--- config.mk ---
export PLATFORM = sky130hd
export DESIGN_NAME = blit_sequencer
export DESIGN_NICKNAME = d
export VERILOG_FILES = /design/src/rtl/blit_sequencer.sv
export SDC_FILE = /design/constraint.sdc
export NUM_CORES = 1
export LEC_CHECK = 0
export ABC_AREA = 0
export CAP_MARGIN = 5
export CORE_MARGIN = 2
export CORE_UTILIZATION = 45
export CTS_BUF_LIST = sky130_fd_sc_hd__clkbuf_2
export DETAILED_ROUTE_END_ITERATION = 7
export GPL_ROUTABILITY_DRIVEN = 0
export GPL_TIMING_DRIVEN = 0
export PLACE_DENSITY = 0.66
export SETUP_SLACK_MARGIN = 0.4
export SLEW_MARGIN = 20
export SYNTH_ARGS = -nofsm -noshare
export SYNTH_HDL_FRONTEND = slang
export SYNTH_SLANG_ARGS = --single-unit
--- constraint.sdc ---
create_clock -name clk -period 3 [get_ports clk]
set_input_delay 0.6 -clock clk [delete_from_list [all_inputs] [get_ports clk]]
set_output_delay 0.6 -clock clk [all_outputs]
set_load 0.01 [all_outputs]
--- src/rtl/blit_sequencer.sv ---
// blit_sequencer: small command FIFO in front of the blitter plus a
// single-outstanding issue FSM (enable strobe, ready-low ack, ready-high done).
module blit_sequencer #(
  parameter int DEPTH       = 4,
  parameter int ACK_TIMEOUT = 15
) (
  input  logic                   clk,
  input  logic                   rst_n,
  input  logic                   cmd_valid,
  output logic                   cmd_ready,
  input  logic [2:0]             cmd_op,
  input  logic [11:0]            cmd_src,
  input  logic [3:0]             cmd_srcHeight,
  input  logic [6:0]             cmd_destX,
  input  logic [5:0]             cmd_destY,
  input  logic                   collision_clear,
  output logic [$clog2(DEPTH):0] level,
  output logic                   busy,
  output logic                   done,
  output logic                   last_collision,
  output logic                   collision,
  output logic                   timeout_err,
  output logic [2:0]             blit_op,
  output logic [11:0]            blit_src,
  output logic [3:0]             blit_srcHeight,
  output logic [6:0]             blit_destX,
  output logic [5:0]             blit_destY,
  output logic                   blit_enable,
  input  logic                   blit_ready,
  input  logic                   blit_collision
);
  localparam int              AW      = $clog2(DEPTH);
  localparam int              LW      = AW + 1;
  localparam logic [LW-1:0]   FULL    = LW'(DEPTH);
  localparam logic [3:0]      ACK_MAX = 4'(ACK_TIMEOUT);

  typedef struct packed {
    logic [2:0]  op;
    logic [11:0] src;
    logic [3:0]  h;
    logic [6:0]  x;
    logic [5:0]  y;
  } cmd_t;

  typedef enum logic [1:0] {S_IDLE, S_ISSUE, S_WAIT_ACK, S_WAIT_DONE} state_t;

  cmd_t          mem [DEPTH];
  cmd_t          cmd_in, head;
  logic [AW-1:0] wr_ptr, rd_ptr;
  logic          push, pop;
  state_t        state, state_nx;
  logic [3:0]    ack_cnt, ack_cnt_nx;
  logic          fin, fin_col, ack_to;

  assign cmd_in      = {cmd_op, cmd_src, cmd_srcHeight, cmd_destX, cmd_destY};
  assign head        = mem[rd_ptr];
  // Full is judged on the registered level only: a same-cycle pop never frees a slot early.
  assign cmd_ready   = (level != FULL);
  assign push        = cmd_valid && cmd_ready;
  assign blit_enable = (state == S_ISSUE);
  assign busy        = (level != '0) || (state != S_IDLE);

  // FIFO storage; contents need no reset, occupancy is tracked by level.
  always_ff @(posedge clk) begin
    if (push) mem[wr_ptr] <= cmd_in;
  end

  // FIFO pointers and occupancy; power-of-two depth lets pointers wrap naturally.
  always_ff @(posedge clk or negedge rst_n) begin
    if (!rst_n) begin
      wr_ptr <= '0;
      rd_ptr <= '0;
      level  <= '0;
    end else begin
      if (push) wr_ptr <= wr_ptr + AW'(1);
      if (pop)  rd_ptr <= rd_ptr + AW'(1);
      case ({push, pop})
        2'b10:   level <= level + LW'(1);
        2'b01:   level <= level - LW'(1);
        default: ;
      endcase
    end
  end

  // State and ack-timeout counter registers.
  always_ff @(posedge clk or negedge rst_n) begin
    if (!rst_n) begin
      state   <= S_IDLE;
      ack_cnt <= '0;
    end else begin
      state   <= state_nx;
      ack_cnt <= ack_cnt_nx;
    end
  end

  // Next state, pop request and completion events.
  always_comb begin
    state_nx   = state;
    ack_cnt_nx = ack_cnt;
    pop        = 1'b0;
    fin        = 1'b0;
    fin_col    = 1'b0;
    ack_to     = 1'b0;
    case (state)
      S_IDLE: begin
        if ((level != '0) && blit_ready) begin
          pop      = 1'b1;
          state_nx = S_ISSUE;
        end
      end
      S_ISSUE: begin
        ack_cnt_nx = '0;
        state_nx   = S_WAIT_ACK;
      end
      S_WAIT_ACK: begin
        if (!blit_ready) begin
          state_nx = S_WAIT_DONE;
        end else begin
          ack_cnt_nx = ack_cnt + 4'd1;
          if (ack_cnt_nx == ACK_MAX) begin
            ack_to   = 1'b1;
            fin      = 1'b1;
            state_nx = S_IDLE;
          end
        end
      end
      S_WAIT_DONE: begin
        if (blit_ready) begin
          fin      = 1'b1;
          fin_col  = blit_collision;
          state_nx = S_IDLE;
        end
      end
      default: state_nx = S_IDLE;
    endcase
  end

  // Command fields to the blitter: loaded on pop, held until the next pop.
  always_ff @(posedge clk or negedge rst_n) begin
    if (!rst_n)
      {blit_op, blit_src, blit_srcHeight, blit_destX, blit_destY} <= '0;
    else if (pop)
      {blit_op, blit_src, blit_srcHeight, blit_destX, blit_destY} <= head;
  end

  // Completion status; a collision being recorded beats a simultaneous clear.
  always_ff @(posedge clk or negedge rst_n) begin
    if (!rst_n) begin
      done           <= 1'b0;
      last_collision <= 1'b0;
      collision      <= 1'b0;
      timeout_err    <= 1'b0;
    end else begin
      done <= fin;
      if (fin) last_collision <= fin_col;
      if (fin_col)              collision <= 1'b1;
      else if (collision_clear) collision <= 1'b0;
      if (ack_to) timeout_err <= 1'b1;
    end
  end

endmodule

==> results.yml <==
run_status:
  run_status: "completed"
synth:
  netlist_area_sq_um: 6820
  syn_avg_cell_area_sq_um: 20.8
  synth_cell_types: 32
  synth_nets: 374
  ys_warn_count: 0
  ys_seq_elements: 177
  ys_seq_area_share_pct: 74.3
  synth_cells: 328
placement:
  placed_cells: 595
  io_buffers: 79
  hpwl_mm: 7.54
  place_area_sq_um: 7930
  preCtsSetupSlack_ns: 0.0803
critical_path:
  path_delay_family: "simple AND/OR/NAND/NOR gates"
  regToRegStartpoint: "state[0]$_DFFE_PN0P_"
  crit_slowest_cell: "dfrtp_1"
  crit_chain: "or3_4 > nand2b_1 > clkbuf_2"
  worst-setup-path-type: "flip-flop to output pin"
  crit_buf_inv: 1
  critical_path.max_stage_delay_ns: 0.43
  crit_required_ns: 2.40
  startpoint: "level[1]$_DFFE_PN0P_"
  worst_setup_path_start_kind: "flip-flop"
  worstPathMaxFanout: 2
  worstPathArrival_ns: 1.84
  endpoint_kind: "output pin"
sta:
  whs_ns: 0.400
  finalSetupTns_ns: 0
  fin_crit_sh_pct: 81.4
  setup_viol: 0
  rsz0062_at_grt: "false"
  fmax_ghz: 0.410
  tightest_slew_ns: 0.700
  slew-limit-headroom_pct: 53.3
  hold_viol: 0
  skew_ns: 0.0312
  drv_slew: 0
  setup_slack_ns: 0.559
  min_period_ns: 2.44
cts:
  insertion_delay_ns: 0.74
  root_buffer: "clkbuf_2"
  cts_tree: "done"
  htree_num_levels: 4
  cts_sinks: 177
  clockBufferDepth: 2
  cts_made_buffers: 17
  cts.clk_slew.worst_paths_ns: 0.24
pwr:
  powerDensity_nw_per_um2: 935
  leakagePower_nw: 3.01
  total_power_mw: 7.75
  clockPowerShare_pct: 18.6
  p_int_mw: 5.52
  switching_share_pct: 28.7
  power_frac_seq_pct: 46.3
  p_comb_share_pct: 35.1
  peakVddDrop_v: 0.000540
  power.net_switching_mw: 2.22
floorplan:
  floorplan.initialDensity_pct: 46.6
  die_y_um: 127
  fp.dieW_um: 127
  rows: 44
  dieArea_sq_um: 16200
  ios: 80
  core-area_sq_um: 14600
job:
  drv_cap: 0
layout:
  syn_to_final_growth_pct: 21.5
  final_cell_area_sq_um: 8280
  fin_nets: 480
  antenna-diode-count: 0
  final_core_util_pct: 56.6
  layout_commonest_cell: "edfxtp_1"
  finalNonFillerCells: 631
  drive_gt1_share_pct: 28.4
  final_cell_mix: "edfxtp_1 (128), clkdlybuf4s50_1 (75), dfrtp_1 (49)"
global_route:
  grt_pass1_wl_mm: 19.3
  antenna_found_initial: 0
  grt_max_degree: 50
  overflow: 0
  grt_pass1_vias: 3558
  grt_usage_pct: 16.2
worst_hold_path:
  min-delay-path-class: "input port to asynchronous set/reset pin"
route:
  viasPerCell: 5.21
  drtIter0Drc: 245
  drc: 0
  drt-total-wl_mm: 12.0
  wl_per_cell_um: 19.0
  vias: 3285
  dr.pass1.iters: 4
  ant_nets: 0
worst register-to-register path: stages (launching register included):
cell and delay (ns):
dfrtp_1 0.42, clkbuf_4 0.17, nor2_2 0.15, and3_1 0.18
buf_6 0.17, buf_6 0.20, ha_1 0.20, inv_1 0.06
fa_1 0.37, xor2_1 0.15, nor2_1 0.11, xor2_1 0.15
Yosys cell counts, drive strengths merged:
| cell | count | area share (%) |
|---|---|---|
| o211ai | 1 | 0.11 |
| or3 | 1 | 0.092 |
| mux4 | 32 | 11 |
| o31ai | 1 | 0.11 |
| edfxtp | 128 | 56 |
| clkbuf | 3 | 0.17 |
| and3 | 5 | 0.46 |
| ha | 7 | 1.3 |
| and2 | 1 | 0.092 |
| o21ai | 5 | 0.37 |
| nand3 | 3 | 0.22 |
| nand2b | 3 | 0.28 |
| xnor2 | 5 | 0.64 |
| a32o | 1 | 0.15 |
| inv | 12 | 0.66 |
| fa | 1 | 0.29 |
| mux2i | 1 | 0.15 |
| buf | 10 | 1.2 |
| nor4 | 1 | 0.092 |
| a21oi | 4 | 0.29 |
| o21bai | 1 | 0.11 |
| or2 | 2 | 0.18 |
| nand2 | 7 | 0.39 |
| dfrtp | 49 | 18 |
| mux2 | 33 | 6.9 |
| xor2 | 3 | 0.39 |
| nor3 | 2 | 0.15 |
| nor2 | 6 | 0.33 |
cell type report:
cell class | count | area [sq um]
inverters | 12 | 45.0
clock inverters | 13 | 209
flip-flops and latches | 177 | 5070
clock buffers | 19 | 95.1
fillers | 1160 | 6360
plain buffers | 13 | 97.6
multi-input cells | 126 | 1640
well taps | 184 | 230
repair buffers | 87 | 901
per-layer routing:
metal | track usage [%] | share of wire, %
met5 | 0 | 0
met4 | 6.01 | 1.3
met3 | 4.86 | 5.2
met2 | 26.1 | 48
met1 | 21.2 | 45
worst paths after layout:
kind / end / slack [ns] / cells past startpoint
worst max-delay path: busy / 0.56 / 3
worst min-delay path: blit_src[2]$_DFFE_PN0P_ / 0.40 / 2
worst max register to register: level[2]$_DFFE_PN0P_ / 0.63 / 11
worst min register to register: timeout_err$_DFFE_PN0P_ / 0.51 / 1
max in group asynchronous: blit_src[11]$_DFFE_PN0P_ / 2.12 / 2
min in group clk: collision$_DFFE_PN0P_ / 0.40 / 2
flip-flops by register name, indices dropped and copies added (netlist names), 3 cells and up:
name	count
blit_srcHeight	4
blit_op	3
blit_destX	7
blit_src	12
blit_destY	6
ack_cnt	4
mem	128
level	3
kinds of logic after synthesis:
kind of cell	share of synthesized area, %
and+or+nand+nor	2.28
AOI/OAI and AO/OA	1.14
xor gates and xnor gates	1.03
muxes	17.6
DFF	74.3
adders and majority gates	1.58
buffers and inverters	2.04
power groups by stage:
stage          clock, mW  sequential (mW)  combinational (mW)
6_report            1.44             3.59                2.72
5_1_grt             1.59             3.66                2.94
4_1_cts             1.50             3.60                2.74
3_5_place_dp           0             3.66                2.71
3_3_place_gp           0             3.66                2.58
2_1_floorplan          0             3.72                1.53
what timing repair did:
action                     CTS  global route
hold endpoints to repair    49             0
setup endpoints to repair    3             3
gates resized for setup      5             8
hold buffers                 1             0
pin swaps                    0             1
setup buffers                2             1
No activity file was read; power rests on OpenSTA's default activity.
